[config.mk]
export PLATFORM = sky130hd
export DESIGN_NAME = led_pwm_bank
export DESIGN_NICKNAME = d
export VERILOG_FILES = /design/src/rtl/led_pwm_bank.sv
export SDC_FILE = /design/constraint.sdc
export NUM_CORES = 1
export LEC_CHECK = 0
export ABC_CLOCK_PERIOD_IN_PS = 6800
export CAP_MARGIN = 5
export CORE_MARGIN = 2
export CORE_UTILIZATION = 63
export CTS_CLUSTER_DIAMETER = 200
export DETAILED_ROUTE_END_ITERATION = 8
export DONT_BUFFER_PORTS = 1
export GPL_TIMING_DRIVEN = 1
export PLACE_DENSITY = 0.87
export SYNTH_ARGS = -nofsm -noshare
export SYNTH_HDL_FRONTEND = slang
export SYNTH_SLANG_ARGS = --single-unit
[constraint.sdc]
create_clock -name csi_clk -period 6.8 [get_ports csi_clk]
set_input_delay 0.34 -clock csi_clk [delete_from_list [all_inputs] [get_ports csi_clk]]
set_output_delay 0.34 -clock csi_clk [all_outputs]
set_load 0.02 [all_outputs]
[src/rtl/led_pwm_bank.sv]
// Multi-channel LED driver: per-channel off/on/pwm/blink with period-aligned double buffering.
// Optional blink support is compiled in when LED_PWM_BANK_BLINK_EN is defined.
module led_pwm_bank #(
  parameter int CHANNELS       = 8,
  parameter int CH_W           = 3,
  parameter int PWM_W          = 8,
  parameter int BLINK_DIV      = 64,
  parameter int LED_ACTIVE_LOW = 1
) (
  input  logic                csi_clk,
  input  logic                rsi_reset,
  input  logic                wr_en,
  input  logic [CH_W-1:0]     wr_chan,
  input  logic [1:0]          wr_mode,
  input  logic [PWM_W-1:0]    wr_duty,
  output logic                period_start,
  output logic [CHANNELS-1:0] coe_led
);

  typedef enum logic [1:0] {
    MODE_OFF   = 2'b00,
    MODE_ON    = 2'b01,
    MODE_PWM   = 2'b10,
    MODE_BLINK = 2'b11
  } mode_e;

  localparam logic             OFF_LVL = (LED_ACTIVE_LOW != 0);
  localparam logic [PWM_W-1:0] CNT_MAX = '1;

  if ((1 << CH_W) < CHANNELS) begin : g_bad_ch_w
    $error("CH_W too narrow for CHANNELS");
  end
  if (BLINK_DIV < 1) begin : g_bad_blink_div
    $error("BLINK_DIV must be at least 1");
  end

  logic [PWM_W-1:0]    cnt;
  logic                wrap;
  logic                blink_on;
  logic [CHANNELS-1:0] wr_hit;
  logic [CHANNELS-1:0] lit;

  mode_e            mode_p [CHANNELS];
  mode_e            mode_a [CHANNELS];
  logic [PWM_W-1:0] duty_p [CHANNELS];
  logic [PWM_W-1:0] duty_a [CHANNELS];

  assign wrap = (cnt == CNT_MAX);

  // Channel indices beyond CHANNELS never match, so out-of-range writes fall away here.
  always_comb begin
    // NOTE: assign a default before the loop so no path leaves a bit unassigned (no latch).
    wr_hit = '0;
    for (int i = 0; i < CHANNELS; i++) begin
      wr_hit[i] = wr_en && (wr_chan == CH_W'(i));
    end
  end

  always_ff @(posedge csi_clk or posedge rsi_reset) begin
    if (rsi_reset) begin
      cnt <= '0;
      // NOTE: the setting arrays are small flops, not RAM, so they reset like any register.
      for (int i = 0; i < CHANNELS; i++) begin
        mode_p[i] <= MODE_OFF;
        mode_a[i] <= MODE_OFF;
        duty_p[i] <= '0;
        duty_a[i] <= '0;
      end
    end else begin
      // NOTE: non-blocking updates so every register sees pre-edge values of its neighbours.
      cnt <= cnt + 1'b1;
      for (int i = 0; i < CHANNELS; i++) begin
        if (wr_hit[i]) begin
          mode_p[i] <= mode_e'(wr_mode);
          duty_p[i] <= wr_duty;
        end
        // A write landing on the wrap edge bypasses pending so it is not a period late.
        if (wrap) begin
          mode_a[i] <= wr_hit[i] ? mode_e'(wr_mode) : mode_p[i];
          duty_a[i] <= wr_hit[i] ? wr_duty : duty_p[i];
        end
      end
    end
  end

`ifdef LED_PWM_BANK_BLINK_EN
  localparam int BLINK_W = (BLINK_DIV > 1) ? $clog2(BLINK_DIV) : 1;

  logic [BLINK_W-1:0] blink_cnt;
  logic               blink_phase;

  // Phase moves only on the wrap edge, so a blinking channel never shows a partial period.
  always_ff @(posedge csi_clk or posedge rsi_reset) begin
    if (rsi_reset) begin
      blink_cnt   <= '0;
      blink_phase <= 1'b0;
    end else if (wrap) begin
      if (blink_cnt == BLINK_W'(BLINK_DIV - 1)) begin
        blink_cnt   <= '0;
        blink_phase <= ~blink_phase;
      end else begin
        blink_cnt <= blink_cnt + 1'b1;
      end
    end
  end

  assign blink_on = blink_phase;
`else
  assign blink_on = 1'b1;
`endif

  always_comb begin
    lit = '0;
    for (int i = 0; i < CHANNELS; i++) begin
      case (mode_a[i])
        MODE_OFF:   lit[i] = 1'b0;
        MODE_ON:    lit[i] = 1'b1;
        MODE_PWM:   lit[i] = (cnt < duty_a[i]);
        MODE_BLINK: lit[i] = blink_on && (cnt < duty_a[i]);
        default:    lit[i] = 1'b0;
      endcase
    end
  end

  always_ff @(posedge csi_clk or posedge rsi_reset) begin
    if (rsi_reset) begin
      period_start <= 1'b0;
      coe_led      <= {CHANNELS{OFF_LVL}};
    end else begin
      period_start <= (cnt == '0);
      coe_led      <= lit ^ {CHANNELS{OFF_LVL}};
    end
  end

endmodule

Word-level counts from Yosys, hierarchy flattened
Cells that the tools add are included.
Widths: inputs -> output; s select.
- logic and storage cells: 127
- input port bits: 16
- register bits: 177
- $add $sub $neg: 1
- bitwise operators: 1
- reduce and logical (&&, ||, !) cells: 26
- mux-type cells: 24
- magnitude comparators: 8
- equal/unequal tests: 32
- operators with widths (cell ; count):
    $lt 8x8->1 ; 8
    $mux 8 ; 8
    $eq 2x2->1 const B ; 16
    $pmux 1 s3 ; 8
    $eq 2x1->1 const B ; 8
    $logic_not 2->1 ; 8
    $mux 2 ; 8
    $reduce_or 2->1 ; 8
    $eq 3x3->1 const B ; 4
    $add 8x1->8 const B ; 1
    $eq 8x8->1 const B ; 1
    $logic_and 1x1->1 ; 8
    $logic_not 8->1 ; 1
    $not 8->8 ; 1
    $eq 3x2->1 const B ; 2
    $eq 3x1->1 const B ; 1
    $logic_not 3->1 ; 1

Depth between registers and ports, before layout
Gate-level depths: netlist (run 1).
- depth in word-level cells: 4
- depth in mapped cells: 7
- depth with buffers taken out: 6

Least setup slack after synthesis (run 1)
No wires, ideal clock.
- path kind: register -> register
- from: reg cnt[1]
- to: reg duty_a[26] in the netlist's numbering
- slack: 4912 ps
- required time: 6675 ps
- path buffers: 1
- stages on the path, launching flop included: 6
- arrival: 1763 ps
- setup time: 125 ps
- cell sequence: dfrtp_1 -> ha_1 -> nand3_2 -> nor3_4 -> buf_4 -> mux2_2
- cells in the longest elaborated chain, start to end: 1
- RTL lines (what ; line ; text):
    start, declared ; 37 ; logic [PWM_W-1:0] cnt;
    start signal, assigned ; 71 ; cnt <= cnt + 1'b1;
    $eq 8x8->1 ; 48 ; assign wrap = (cnt == CNT_MAX);
    end signal, assigned by index ; 80 ; duty_a[i] <= wr_hit[i] ? wr_duty : duty_p[i];
    end, declared ; 46 ; logic [PWM_W-1:0] duty_a [CHANNELS];
Every way passes these cells.
A chain may end at the register's enable or synchronous reset.

Worst setup path after layout (run 1)
- from: reg cnt[1]
- to: reg mode_a[4] in the netlist's numbering
- cells in the longest elaborated chain, start to end: 1
- RTL lines (what ; line ; text):
    $eq 8x8->1 ; 48 ;
    end signal, assigned by index ; 79 ; mode_a[i] <= wr_hit[i] ? mode_e'(wr_mode) : mode_p[i];
    end, declared ; 44 ; mode_e mode_a [CHANNELS];
Every way passes these cells.

==> results.txt, run 1 <==
----------------------------------------------------
[Min path]
  Hold Path Class ... input port to flip-flop
  Worst hold path startpoint ... wr_duty[0]
  Endpoint of the worst hold-timing path ... duty_p[40]
  Depth of the worst hold-timing path ... 1

[Worst setup path]
  Setup crit end kind ... flip-flop
  Critical register-to-register path endpoint ... mode_a[4]
  Startpoint-to-endpoint class of the critical path ... flip-flop to flip-flop
  Worst-case register-to-register setup slack ... 4090 ps
  Peak fanout along the critical path ... 99
  Category of the worst setup path launch point ... flip-flop
  Data required time of the critical path ... 7110 ps
  Register-to-Register Path Depth ... 5
  Worst r2r src ... cnt[1]
  Data arrival, critical path ... 3020 ps

[Synth]
  Top cells by count, synth ... sky130_fd_sc_hd__dfrtp_1, sky130_fd_sc_hd__mux2_2, sky130_fd_sc_hd__inv_1, sky130_fd_sc_hd__nand2_1, sky130_fd_sc_hd__ha_1
  Compound-gate portion of the synthesized area ... 8.285%
  Average cell area after synthesis ... 12.27 µm²
  Xor/xnor cell area share of the yosys netlist ... 0.6590%
  Multiplexer fraction of the synthesized cell area ... 14.69%
  Netlist cell types ... 34
  Share of the yosys chip area belonging to registers ... 55.67%
  Combinational family with the most area after synthesis ... multiplexers
  Ys Warns ... 0
  Synthesized-area fraction occupied by and/or/nand/nor cells ... 6.339%
  Synth Area in Adders ... 9.101%
  Most common cell in the synthesized netlist ... sky130_fd_sc_hd__dfrtp_1
  Main area contributors after synthesis ... sky130_fd_sc_hd__dfrtp_1, sky130_fd_sc_hd__mux2_2, sky130_fd_sc_hd__ha_1
  Number of flip-flops and latches in the synthesized netlist ... 177
  Mapped Area ... 0.007974 mm²
  FFs w/ async S/R, synth ... 100.0%
  Share of Yosys cell area claimed by the top area cell type ... 53.04%
  Prevailing post-synth register cell ... sky130_fd_sc_hd__dfrtp_1
  Number of enable flip-flop cells after synthesis ... 0
  Cells after synthesis ... 650
  Number of nets in the synthesized netlist ... 724
  Area leader, netlist ... sky130_fd_sc_hd__dfrtp_1

[Global route]
  Maximum number of pins on one net before global-route repair ... 100
  Total global routing overflow ... 0
  Global-route wire length before repair ... 26830 µm
  GRT Overall Usage ... 27.08%
  Global route hottest layer ... met2
  Global routing met3 resource utilization ... 6.954%
  Vias in the first global route ... 5101
  GRT met1 Usage ... 38.71%
  Antenna violations before repair ... 0
  Met2 GRT Util ... 40.08%

[Timing]
  Final sum of negative setup slack ... 0 ps
  Final hold violation count ... 0
  Slew Limit Headroom ... 22.31%
  Worst-case clock skew ... 4.984 ps
  Tmin final ... 2710 ps
  Slew Limit Fails ... 0
  Highest attainable clock frequency ... 0.3690 GHz
  Final worst path period share ... 39.86%
  Post-route worst setup slack ... 4090 ps
  Count of endpoints failing setup in the final report ... 0
  Tightest Pin Transition ... 1162 ps
  Unrepaired setup endpoints after global routing ... no

[Power and ir drop]
  P_leak ... 4.191 nW
  Sequential Power Share ... 51.3%
  Worst VDD drop ... 0.1882 mV
  Psw ... 0.4957 mW
  Switching Fraction ... 21.52%
  Combinational Power Share ... 7.0%
  Overall power ... 2.303 mW
  Internal power consumption ... 1.807 mW
  P per Cell Area ... 264.5 mW/mm²
  Part of the power in the clock network ... 41.7%

[Floorplan]
  Core area ... 0.01247 mm²
  Core Rows ... 41
  Num ports ... 25
  Overall die area ... 0.01357 mm²
  Vert. Die Dim ... 116.5 µm
  Horizontal extent of the die ... 116.5 µm
  Initial standard-cell utilization of the core ... 63.97%

[Place]
  Routability cong. ... 0.8939
  # placed instances ... 802
  Quantity of I/O buffers inserted on ports ... 0
  Cell Area, Placed ... 0.008113 mm²
  Post-place setup slack ... 4152 ps
  Total half-perimeter wirelength after legalization and detailed placement ... 10440 µm

[Clock network]
  TritonCTS clock tree ... built
  Clock sinks ... 177
  Clk pin slew, worst setup/hold paths ... 60 ps
  Clock latency on the worst-skew pair ... 430 ps
  Total number of H-tree levels ... 4
  Number of buffers between clock root and the deepest sink ... 2
  Number of clock buffers inserted by TritonCTS ... 17
  Root Buffer Master ... sky130_fd_sc_hd__clkbuf_16

[Job]
  Number of maximum-capacitance constraint violations ... 0

[Layout]
  Area Growth Syn to Fin ... 9.179%
  Post-layout instance count excluding filler cells ... 835
  Number of antenna diodes ... 0
  Final instance area ... 0.008706 mm²
  Nets ... 724
  Share of final-layout standard cells stronger than drive strength 1 ... 22.93%

[Routing]
  First-iteration detailed-routing DRC count ... 487
  Vias post-DR ... 4988
  Per-cell via count in the routed design ... 5.974
  WL/cell ... 19.77 µm
  Number of detailed-routing iterations run before antenna repair ... 5
  Count of nets left with antenna violations after detail routing ... 0
  Residual DRC ... 0
  Total wire length after detailed routing ... 16500 µm

[Run status]
  Run status ... completed

----------------------------------------------------
## area by class of cell
class | count | area, µm²
multi-input cells | 373 | 3134
flip-flops and latches | 177 | 4439
inverters | 75 | 286.5
repair buffers | 6 | 47.55
clock buffers | 22 | 474.2
fillers | 846 | 3760
clock inverters | 10 | 108.9
well taps | 172 | 215.2
## placed cells by master, fill, tap and decap left out, drive strengths merged, types with 2 or more instances in the layout
cell type  instances
dfrtp            169
mux2             104
inv               75
o21ai             64
nand2             61
ha                58
clkbuf            22
nor3              11
nand3             10
a21o               8
a211oi             8
nand2b             8
a2111oi            8
o311a              8
a221oi             8
dfstp              8
clkinv             6
buf                5
xnor2              4
nand4b             3
nor4bb             2
xor2               2
bufinv             2
clkinvlp           2
nand4              2
## per-stage QoR
| stage | hold WS [ps] | utilization [%] |
|---|---|---|
| after floorplan | 390.8 | - |
| after global placement | 404.6 | 65.08 |
| after detailed placement | 416.4 | 65.08 |
| after CTS | 49.31 | 69.84 |
| after global routing | 55.26 | 69.84 |
| final | 73.54 | 69.84 |
## cells by family after synthesis
group           after synthesis
buf+inv                     100
xor+xnor                      6
fa+ha+maj                    58
compound gates              104
mux                         104
flops                       177
simple gates                101
## worst max path at each step
| stage | end | depth (start not counted) | slack (ps) | from |
|---|---|---|---|---|
| global route | duty_a[28] | 5 | 3970 | cnt[1] |
| finish | mode_a[4] | 5 | 4090 | cnt[1] |
| detailed placement | duty_a[28] | 5 | 4150 | cnt[1] |
| global placement | mode_a[10] | 5 | 4270 | cnt[1] |
| floorplan | cnt[0] | 1 | 1670 | rsi_reset |
| CTS | duty_a[28] | 5 | 4120 | cnt[1] |
## what timing repair did
item	4_1_cts	5_1_grt
resized for setup	0	0
endpoints found under the hold margin	87	0
buffers inserted	0	0
hold buffers	1	0
setup endpoints to repair	0	0
## critical path, cell delays in order, from the launching register on
cell and delay [ps]:
sky130_fd_sc_hd__dfrtp_1 650, sky130_fd_sc_hd__ha_1 300, sky130_fd_sc_hd__nand3_2 140, sky130_fd_sc_hd__nor3_4 270
sky130_fd_sc_hd__buf_4 780, sky130_fd_sc_hd__mux2_2 410
## power groups by stage
| stage | clock [mW] | sequential, mW | combinational [mW] |
|---|---|---|---|
| final | 0.960 | 1.18 | 0.161 |
| after global routing | 1.02 | 1.19 | 0.179 |
| after CTS | 0.973 | 1.18 | 0.163 |
| after detailed placement | 0 | 1.20 | 0.162 |
| after global placement | 0 | 1.19 | 0.153 |
| after floorplan | 0 | 1.19 | 0.139 |
## layer usage
layer	vias up	part of all wire, %
met3	31	4.7
met5	-	0
met1	2591	46
met4	0	2.4
li1	2249	-
met2	117	47
## sequential cells by signal, indices dropped and copies added (netlist names)
| register | flops |
|---|---|
| duty_p | 64 |
| mode_a | 16 |
| period_start | 1 |
| cnt | 8 |
| duty_a | 64 |
| mode_p | 16 |
| coe_led | 8 |
(Power assumes the default switching activity.)
==> inputs of run 2 (changes only) <==
==> config.mk (replaced) <==
export PLATFORM = sky130hd
export DESIGN_NAME = led_pwm_bank
export DESIGN_NICKNAME = d
export VERILOG_FILES = /design/src/rtl/led_pwm_bank.sv
export SDC_FILE = /design/constraint.sdc
export NUM_CORES = 1
export LEC_CHECK = 0
export ABC_AREA = 1
export ABC_CLOCK_PERIOD_IN_PS = 2250
export CAP_MARGIN = 5
export CORE_MARGIN = 2
export CORE_UTILIZATION = 57
export CTS_CLUSTER_DIAMETER = 200
export DETAILED_ROUTE_END_ITERATION = 8
export DONT_BUFFER_PORTS = 1
export GPL_TIMING_DRIVEN = 1
export PLACE_DENSITY = 0.83
export SYNTH_ARGS = -nofsm -noshare
export SYNTH_HDL_FRONTEND = slang
export SYNTH_SLANG_ARGS = --single-unit
==> constraint.sdc (replaced) <==
create_clock -name csi_clk -period 2.25 [get_ports csi_clk]
set_input_delay 0.1125 -clock csi_clk [delete_from_list [all_inputs] [get_ports csi_clk]]
set_output_delay 0.1125 -clock csi_clk [all_outputs]
set_load 0.02 [all_outputs]
==> run 2 against run 1 <==
  * Worst hold slack worse by 49 ps
  * Register-to-register slack worse by 3600 ps
  * Clock power grew to 3.3 times the previous value
  * Final cell count is 31% higher
  * Count of clock-buffer cells in the layout is 3 lower
  * Sequential cell count stayed put
  * Synthesized cell count is 38% higher
  * Sequential power grew to 3.0 times the previous value
  * Combinational power grew to 2.8 times the previous value
  * Final area is 2.0% higher
  * Area after synthesis is 1.0% higher
  * Non-clock buffer count is 8 higher
  * Largest cell class unchanged
==> results.txt, run 2 <==
----------------------------------------------------
[Routing]
  Vias post-DR ... 5763
  Count of nets left with antenna violations after detail routing ... 0
  First-iteration detailed-routing DRC count ... 365
  Residual DRC ... 0
  Per-cell via count in the routed design ... 5.282
  Total wire length after detailed routing ... 16730 µm
  WL/cell ... 15.34 µm
  Number of detailed-routing iterations run before antenna repair ... 5

[Power and ir drop]
  Overall power ... 7.145 mW
  Worst VDD drop ... 0.6027 mV
  P per Cell Area ... 804.7 mW/mm²
  P_leak ... 4.753 nW

[Worst setup path]
  Peak fanout along the critical path ... 84
  Worst-case register-to-register setup slack ... 500 ps
  Cells traversed along the worst timing path ... nand3_4, nor3_4, buf_12, o21ai_0
  Startpoint-to-endpoint class of the critical path ... flip-flop to flip-flop
  Register-to-Register Path Depth ... 4
  Category of the worst setup path launch point ... flip-flop
  Setup crit end kind ... flip-flop
  Data arrival, critical path ... 2050 ps
  Cell type of the slowest stage on the worst timing path ... sky130_fd_sc_hd__dfrtp_1
  Critical register-to-register path endpoint ... mode_a[12]
  Number of buffer and inverter instances along the worst setup path ... 1
  Category of cells accounting for the largest share of critical-path delay ... flip-flops
  Biggest cell delay along the critical path ... 620 ps
  Data required time of the critical path ... 2550 ps
  Worst r2r src ... cnt[3]

[Timing]
  Final worst path period share ... 77.77%
  Tmin final ... 1750 ps
  Minimum hold slack ... 24.31 ps
  Final hold violation count ... 0
  Worst-case clock skew ... 6.181 ps
  Slew Limit Headroom ... 52.35%
  Slew Limit Fails ... 0
  Post-route worst setup slack ... 500.1 ps
  Tightest Pin Transition ... 713.1 ps
  Count of endpoints failing setup in the final report ... 0
  Highest attainable clock frequency ... 0.5715 GHz
  Unrepaired setup endpoints after global routing ... no

[Layout]
  Nets ... 972
  Share of final-layout standard cells stronger than drive strength 1 ... 6.147%
  Top library cells by usage in the layout, fill and taps aside ... sky130_fd_sc_hd__nand2_1, sky130_fd_sc_hd__dfrtp_1, sky130_fd_sc_hd__o21ai_0
  Post-layout instance count excluding filler cells ... 1091
  Area Growth Syn to Fin ... 10.20%
  Footprint of the multi-input gates ... 0.002937 mm²
  Largest regs ... duty_a: 64 flops, duty_p: 64 flops
  Number of antenna diodes ... 0
  Most frequent standard cell in the layout excluding fill and tap cells ... sky130_fd_sc_hd__nand2_1
  Final-layout fill cell count ... 1065
  Area taken by flip-flops and latches ... 0.004439 mm²

[Floorplan]
  Core area ... 0.01383 mm²
  Core Rows ... 43
  Initial standard-cell utilization of the core ... 58.27%
  Num ports ... 25
  Vert. Die Dim ... 122.9 µm
  Overall die area ... 0.01510 mm²
  Horizontal extent of the die ... 122.9 µm

[Global route]
  GRT Overall Usage ... 24.52%
  Global route hottest layer ... met2
  Total global routing overflow ... 0
  Met2 GRT Util ... 40.37%
  Global-route wire length before repair ... 27680 µm
  Antenna violations before repair ... 0
  Maximum number of pins on one net before global-route repair ... 85
  Global routing met3 resource utilization ... 5.112%
  Vias in the first global route ... 5734
  GRT met1 Usage ... 31.68%

[Clock network]
  Root Buffer Master ... sky130_fd_sc_hd__clkbuf_16
  Number of buffers between clock root and the deepest sink ... 2
  Number of gates given a new drive strength after cts ... 0
  Number of clock buffers inserted by TritonCTS ... 17
  Post-CTS setup buffer count ... 0
  Total number of H-tree levels ... 4
  TritonCTS clock tree ... built
  Clock latency on the worst-skew pair ... 440 ps
  Clock sinks ... 177
  Clk pin slew, worst setup/hold paths ... 60 ps

[Synth]
  Most common cell in the synthesized netlist ... sky130_fd_sc_hd__nand2_1
  Number of flip-flops and latches in the synthesized netlist ... 177
  Share of Yosys cell area claimed by the top area cell type ... 52.49%
  Average cell area after synthesis ... 8.972 µm²
  Number of nets in the synthesized netlist ... 972
  Cells after synthesis ... 898
  Mapped Area ... 0.008056 mm²
  Netlist cell types ... 20
  Top cells by count, synth ... sky130_fd_sc_hd__nand2_1, sky130_fd_sc_hd__dfrtp_1, sky130_fd_sc_hd__o21ai_0, sky130_fd_sc_hd__inv_1, sky130_fd_sc_hd__ha_1
  Share of the yosys chip area belonging to registers ... 55.10%
  Area leader, netlist ... sky130_fd_sc_hd__dfrtp_1
  Main area contributors after synthesis ... sky130_fd_sc_hd__dfrtp_1, sky130_fd_sc_hd__nand2_1, sky130_fd_sc_hd__o21ai_0
  Ys Warns ... 0
  Prevailing post-synth register cell ... sky130_fd_sc_hd__dfrtp_1
  Number of enable flip-flop cells after synthesis ... 0
  FFs w/ async S/R, synth ... 100.0%

[Place]
  # placed instances ... 1058
  Total half-perimeter wirelength after legalization and detailed placement ... 10650 µm
  Quantity of I/O buffers inserted on ports ... 0
  Routability cong. ... 0.8369
  Post-place setup slack ... 557.2 ps

[Job]
  Number of maximum-capacitance constraint violations ... 0

[Min path]
  Depth of the worst hold-timing path ... 2
  Worst hold path startpoint ... wr_duty[1]
  Hold Path Class ... input port to flip-flop
  Endpoint of the worst hold-timing path ... duty_p[1]

[Run status]
  Run status ... completed

----------------------------------------------------
## run 2: metrics by stage
stage	util, %	area (µm²)	setup TNS, ps
CTS	64.21	8879	0
global route	64.21	8879	0
floorplan	-	8060	-20720
finish	64.21	8879	0
detailed placement	59.52	8230	0
global placement	59.52	8230	0
## run 2: timing repair
action                     in CTS  in global routing
hold endpoints to repair       24                  0
hold buffers                    1                  0
setup endpoints to repair       0                  0
## run 2: final cells by class
cell class	count	share of cell area, %
sequential	177	50.00
multi-input combinational	564	33.07
inverter	124	5.285
clock buffer	19	5.101
tap	180	2.537
clock inverter	13	2.086
timing repair buffer	14	1.917
## run 2: cell families after synthesis
family	after synthesis	share of synthesized area, %
fa+ha+maj	58	9.008
xor+xnor	5	0.5435
flops	177	55.10
compound gates	178	11.06
simple gates	323	15.84
buf+inv	157	8.448
## run 2: power by group
part | leakage [nW] | switching [mW] | internal, mW | total, mW
Clock | 0.297 | 1.25 | 1.91 | 3.17
Combinational | 2.57 | 0.314 | 0.137 | 0.451
Sequential | 1.89 | 0.0754 | 3.45 | 3.53
Total | 4.75 | 1.64 | 5.50 | 7.14
## run 2: worst max-delay path by stage
stage | startpoint | endpoint | slack [ps] | cells past startpoint
after global placement | cnt[3] | duty_a[61] | 620 | 4
after CTS | cnt[3] | mode_a[12] | 520 | 4
after global routing | cnt[3] | duty_a[19] | 400 | 5
after floorplan | rsi_reset | cnt[0] | -120 | 1
final | cnt[3] | mode_a[12] | 500 | 4
after detailed placement | cnt[3] | duty_a[43] | 560 | 4
## run 2: layer usage
layer,vias up,wire length [µm]
li1,2826,-
met1,2774,7291
met2,132,8272
met3,31,703
met4,0,464
met5,-,0
==> inputs of run 3 (changes only) <==
==> config.mk (replaced) <==
export PLATFORM = sky130hd
export DESIGN_NAME = led_pwm_bank
export DESIGN_NICKNAME = d
export VERILOG_FILES = /design/src/rtl/led_pwm_bank.sv
export SDC_FILE = /design/constraint.sdc
export NUM_CORES = 1
export LEC_CHECK = 0
export ABC_AREA = 0
export ABC_CLOCK_PERIOD_IN_PS = 1700
export CAP_MARGIN = 5
export CORE_MARGIN = 2
export CORE_UTILIZATION = 63
export CTS_CLUSTER_DIAMETER = 200
export DETAILED_ROUTE_END_ITERATION = 8
export DONT_BUFFER_PORTS = 1
export GPL_TIMING_DRIVEN = 1
export PLACE_DENSITY = 0.87
export SYNTH_ARGS = -nofsm -noshare
export SYNTH_HDL_FRONTEND = slang
export SYNTH_SLANG_ARGS = --single-unit
==> constraint.sdc (replaced) <==
create_clock -name csi_clk -period 1.7 [get_ports csi_clk]
set_input_delay 0.085 -clock csi_clk [delete_from_list [all_inputs] [get_ports csi_clk]]
set_output_delay 0.085 -clock csi_clk [all_outputs]
set_load 0.02 [all_outputs]
==> run 3 against run 2 <==
  * Maximum frequency is 1.1% lower
  * Register-to-register slack worse by 570 ps
  * Power is 31% higher
  * Sequential cell count stayed put
  * Global-route usage is 5.3 points higher
  * Core utilization is 14 points higher
  * Count of clock-buffer cells in the layout is 7 higher
  * Final cell count is 17% lower
  * Clock power is 22% higher
  * Clock skew is 4.7 ps higher
  * The flow now finishes with violations (setup timing)
  * Sequential share of layout area is 4.3 points lower
==> results.txt, run 3 (synthesized netlist as in run 1, its figures left out) <==
----------------------------------------------------
[Run status]
  Run status ... complete, but fails checks
  Violated checks ... setup timing

[Timing]
  Final hold violation count ... 0
  Slew Limit Fails ... 0
  Final worst path period share ... 104.0%
  Slew Limit Headroom ... 51.24%
  Unrepaired setup endpoints after global routing ... yes
  Tmin final ... 1768 ps
  Tightest Pin Transition ... 729.9 ps
  Count of endpoints failing setup in the final report ... 25
  Post-route worst setup slack ... -68.45 ps
  Highest attainable clock frequency ... 0.5655 GHz
  Worst-case clock skew ... 10.87 ps

[Floorplan]
  Core area ... 0.01247 mm²
  Vert. Die Dim ... 116.5 µm
  Num ports ... 25
  Overall die area ... 0.01357 mm²
  Horizontal extent of the die ... 116.5 µm
  Core Rows ... 41
  Initial standard-cell utilization of the core ... 63.97%

[Worst setup path]
  Startpoint of the worst setup timing path ... cnt[1]
  Cell type of the slowest stage on the worst timing path ... sky130_fd_sc_hd__dfrtp_1
  Category of the worst setup path launch point ... flip-flop
  Critical path destination ... duty_a[28]
  Biggest cell delay along the critical path ... 430 ps
  Worst-case register-to-register setup slack ... -70 ps
  Data required time of the critical path ... 2020 ps
  Critical register-to-register path endpoint ... duty_a[28]
  Worst r2r src ... cnt[1]
  Register-to-Register Path Depth ... 6
  Cells traversed along the worst timing path ... ha_4, nand3_4, nor3_4, buf_6, buf_12, mux2_2
  Peak fanout along the critical path ... 9
  Startpoint-to-endpoint class of the critical path ... flip-flop to flip-flop
  Data arrival, critical path ... 2090 ps
  Setup crit end kind ... flip-flop

[Layout]
  Area taken by flip-flops and latches ... 0.004441 mm²
  Share of final-layout standard cells stronger than drive strength 1 ... 32.01%
  Top library cells by usage in the layout, fill and taps aside ... sky130_fd_sc_hd__dfrtp_1, sky130_fd_sc_hd__mux2_2, sky130_fd_sc_hd__inv_1
  Largest regs ... duty_a: 64 flops, duty_p: 64 flops
  Nets ... 789
  Area Growth Syn to Fin ... 21.89%
  Footprint of the multi-input gates ... 0.003430 mm²
  Final instance area ... 0.009719 mm²
  Most frequent standard cell in the layout excluding fill and tap cells ... sky130_fd_sc_hd__dfrtp_1
  Final-layout fill cell count ... 695

[Global route]
  GRT Overall Usage ... 29.86%
  Global route hottest layer ... met2
  Antenna violations before repair ... 4
  Vias in the first global route ... 5742
  Global-route wire length before repair ... 29340 µm
  Maximum number of pins on one net before global-route repair ... 35
  Total global routing overflow ... 0
  Global routing met3 resource utilization ... 9.185%
  Met2 GRT Util ... 47.56%
  GRT met1 Usage ... 36.76%

[Place]
  Post-place setup slack ... -115.4 ps
  Total half-perimeter wirelength after legalization and detailed placement ... 11710 µm
  Cell Area, Placed ... 0.008469 mm²
  Routability cong. ... 0.8071
  Quantity of I/O buffers inserted on ports ... 0

[Power and ir drop]
  Overall power ... 9.396 mW
  Worst VDD drop ... 0.9668 mV
  P_leak ... 4.574 nW
  P per Cell Area ... 966.7 mW/mm²

[Min path]
  Hold Path Class ... input port to flip-flop
  Depth of the worst hold-timing path ... 3

[Clock network]
  TritonCTS clock tree ... built
  Root Buffer Master ... sky130_fd_sc_hd__clkbuf_16
  Clock latency on the worst-skew pair ... 440 ps
  Total number of H-tree levels ... 4
  Number of clock buffers inserted by TritonCTS ... 17
  Clock sinks ... 177
  Number of buffers between clock root and the deepest sink ... 2
  Clk pin slew, worst setup/hold paths ... 60 ps

[Routing]
  Count of nets left with antenna violations after detail routing ... 0
  Per-cell via count in the routed design ... 6.023
  First-iteration detailed-routing DRC count ... 430
  Residual DRC ... 0
  Vias post-DR ... 5451
  Total wire length after detailed routing ... 20700 µm
  WL/cell ... 22.88 µm
  Number of detailed-routing iterations run before antenna repair ... 7

[Job]
  Number of maximum-capacitance constraint violations ... 0

----------------------------------------------------
[run 3: critical path, delay by kind of cell (launching register included)]
family,cells,cell delay [ps]
flip-flops,1,430
AND/OR/NAND/NOR,2,370
multiplexers,1,340
buffers and inverters,2,310
adder cells (fa/ha/maj),1,190
[run 3: how the worst min path moves through the flow]
stage | startpoint | endpoint | slack (ps)
6_report | wr_chan[0] | duty_a[26] | 60
3_5_place_dp | rsi_reset | duty_p[19] | 100
5_1_grt | wr_chan[0] | duty_a[26] | 60
2_1_floorplan | wr_duty[0] | duty_p[16] | 250
4_1_cts | wr_chan[0] | duty_a[26] | 30
3_3_place_gp | rsi_reset | duty_p[21] | 100
[run 3: power by group]
group          internal (mW)  total, mW  switching (mW)
logic                  0.391      0.799           0.407
registers               4.63       4.74           0.114
clock network           2.27       3.86            1.58
total                   7.29       9.40            2.10
[run 3: final cells by class]
type,instances,area share (%)
clock inverter,6,0.8496
multi-input combinational,373,35.29
antenna,5,0.1287
tap,172,2.214
sequential,177,45.69
clock buffer,26,5.033
inverter,75,2.935
timing repair buffer,71,7.866
[run 3: timing repair]
action	in CTS	in global routing
cloned	0	2
setup buffers	0	15
gates resized for setup	17	61
endpoints found under the setup margin	46	66
hold buffers	13	0
pin swaps	2	15
hold endpoints to repair	179	0
[run 3: through the flow]
step | TNS [ps] | hold WS [ps] | util (%) | instances
2_1_floorplan | -112130 | 248.0 | - | 650
3_3_place_gp | -79.76 | 98.11 | 67.94 | 838
3_5_place_dp | -1048 | 103.7 | 67.94 | 838
4_1_cts | -60.09 | 29.45 | 74.22 | 883
5_1_grt | -2374 | 58.60 | 77.93 | 903
6_report | -870.4 | 55.87 | 77.97 | 905
[run 3: metal layers]
layer | wire (µm) | vias up
met4 | 858 | 0
met2 | 10200 | 218
met3 | 1566 | 75
li1 | - | 2379
met1 | 8072 | 2779
met5 | 0 | -
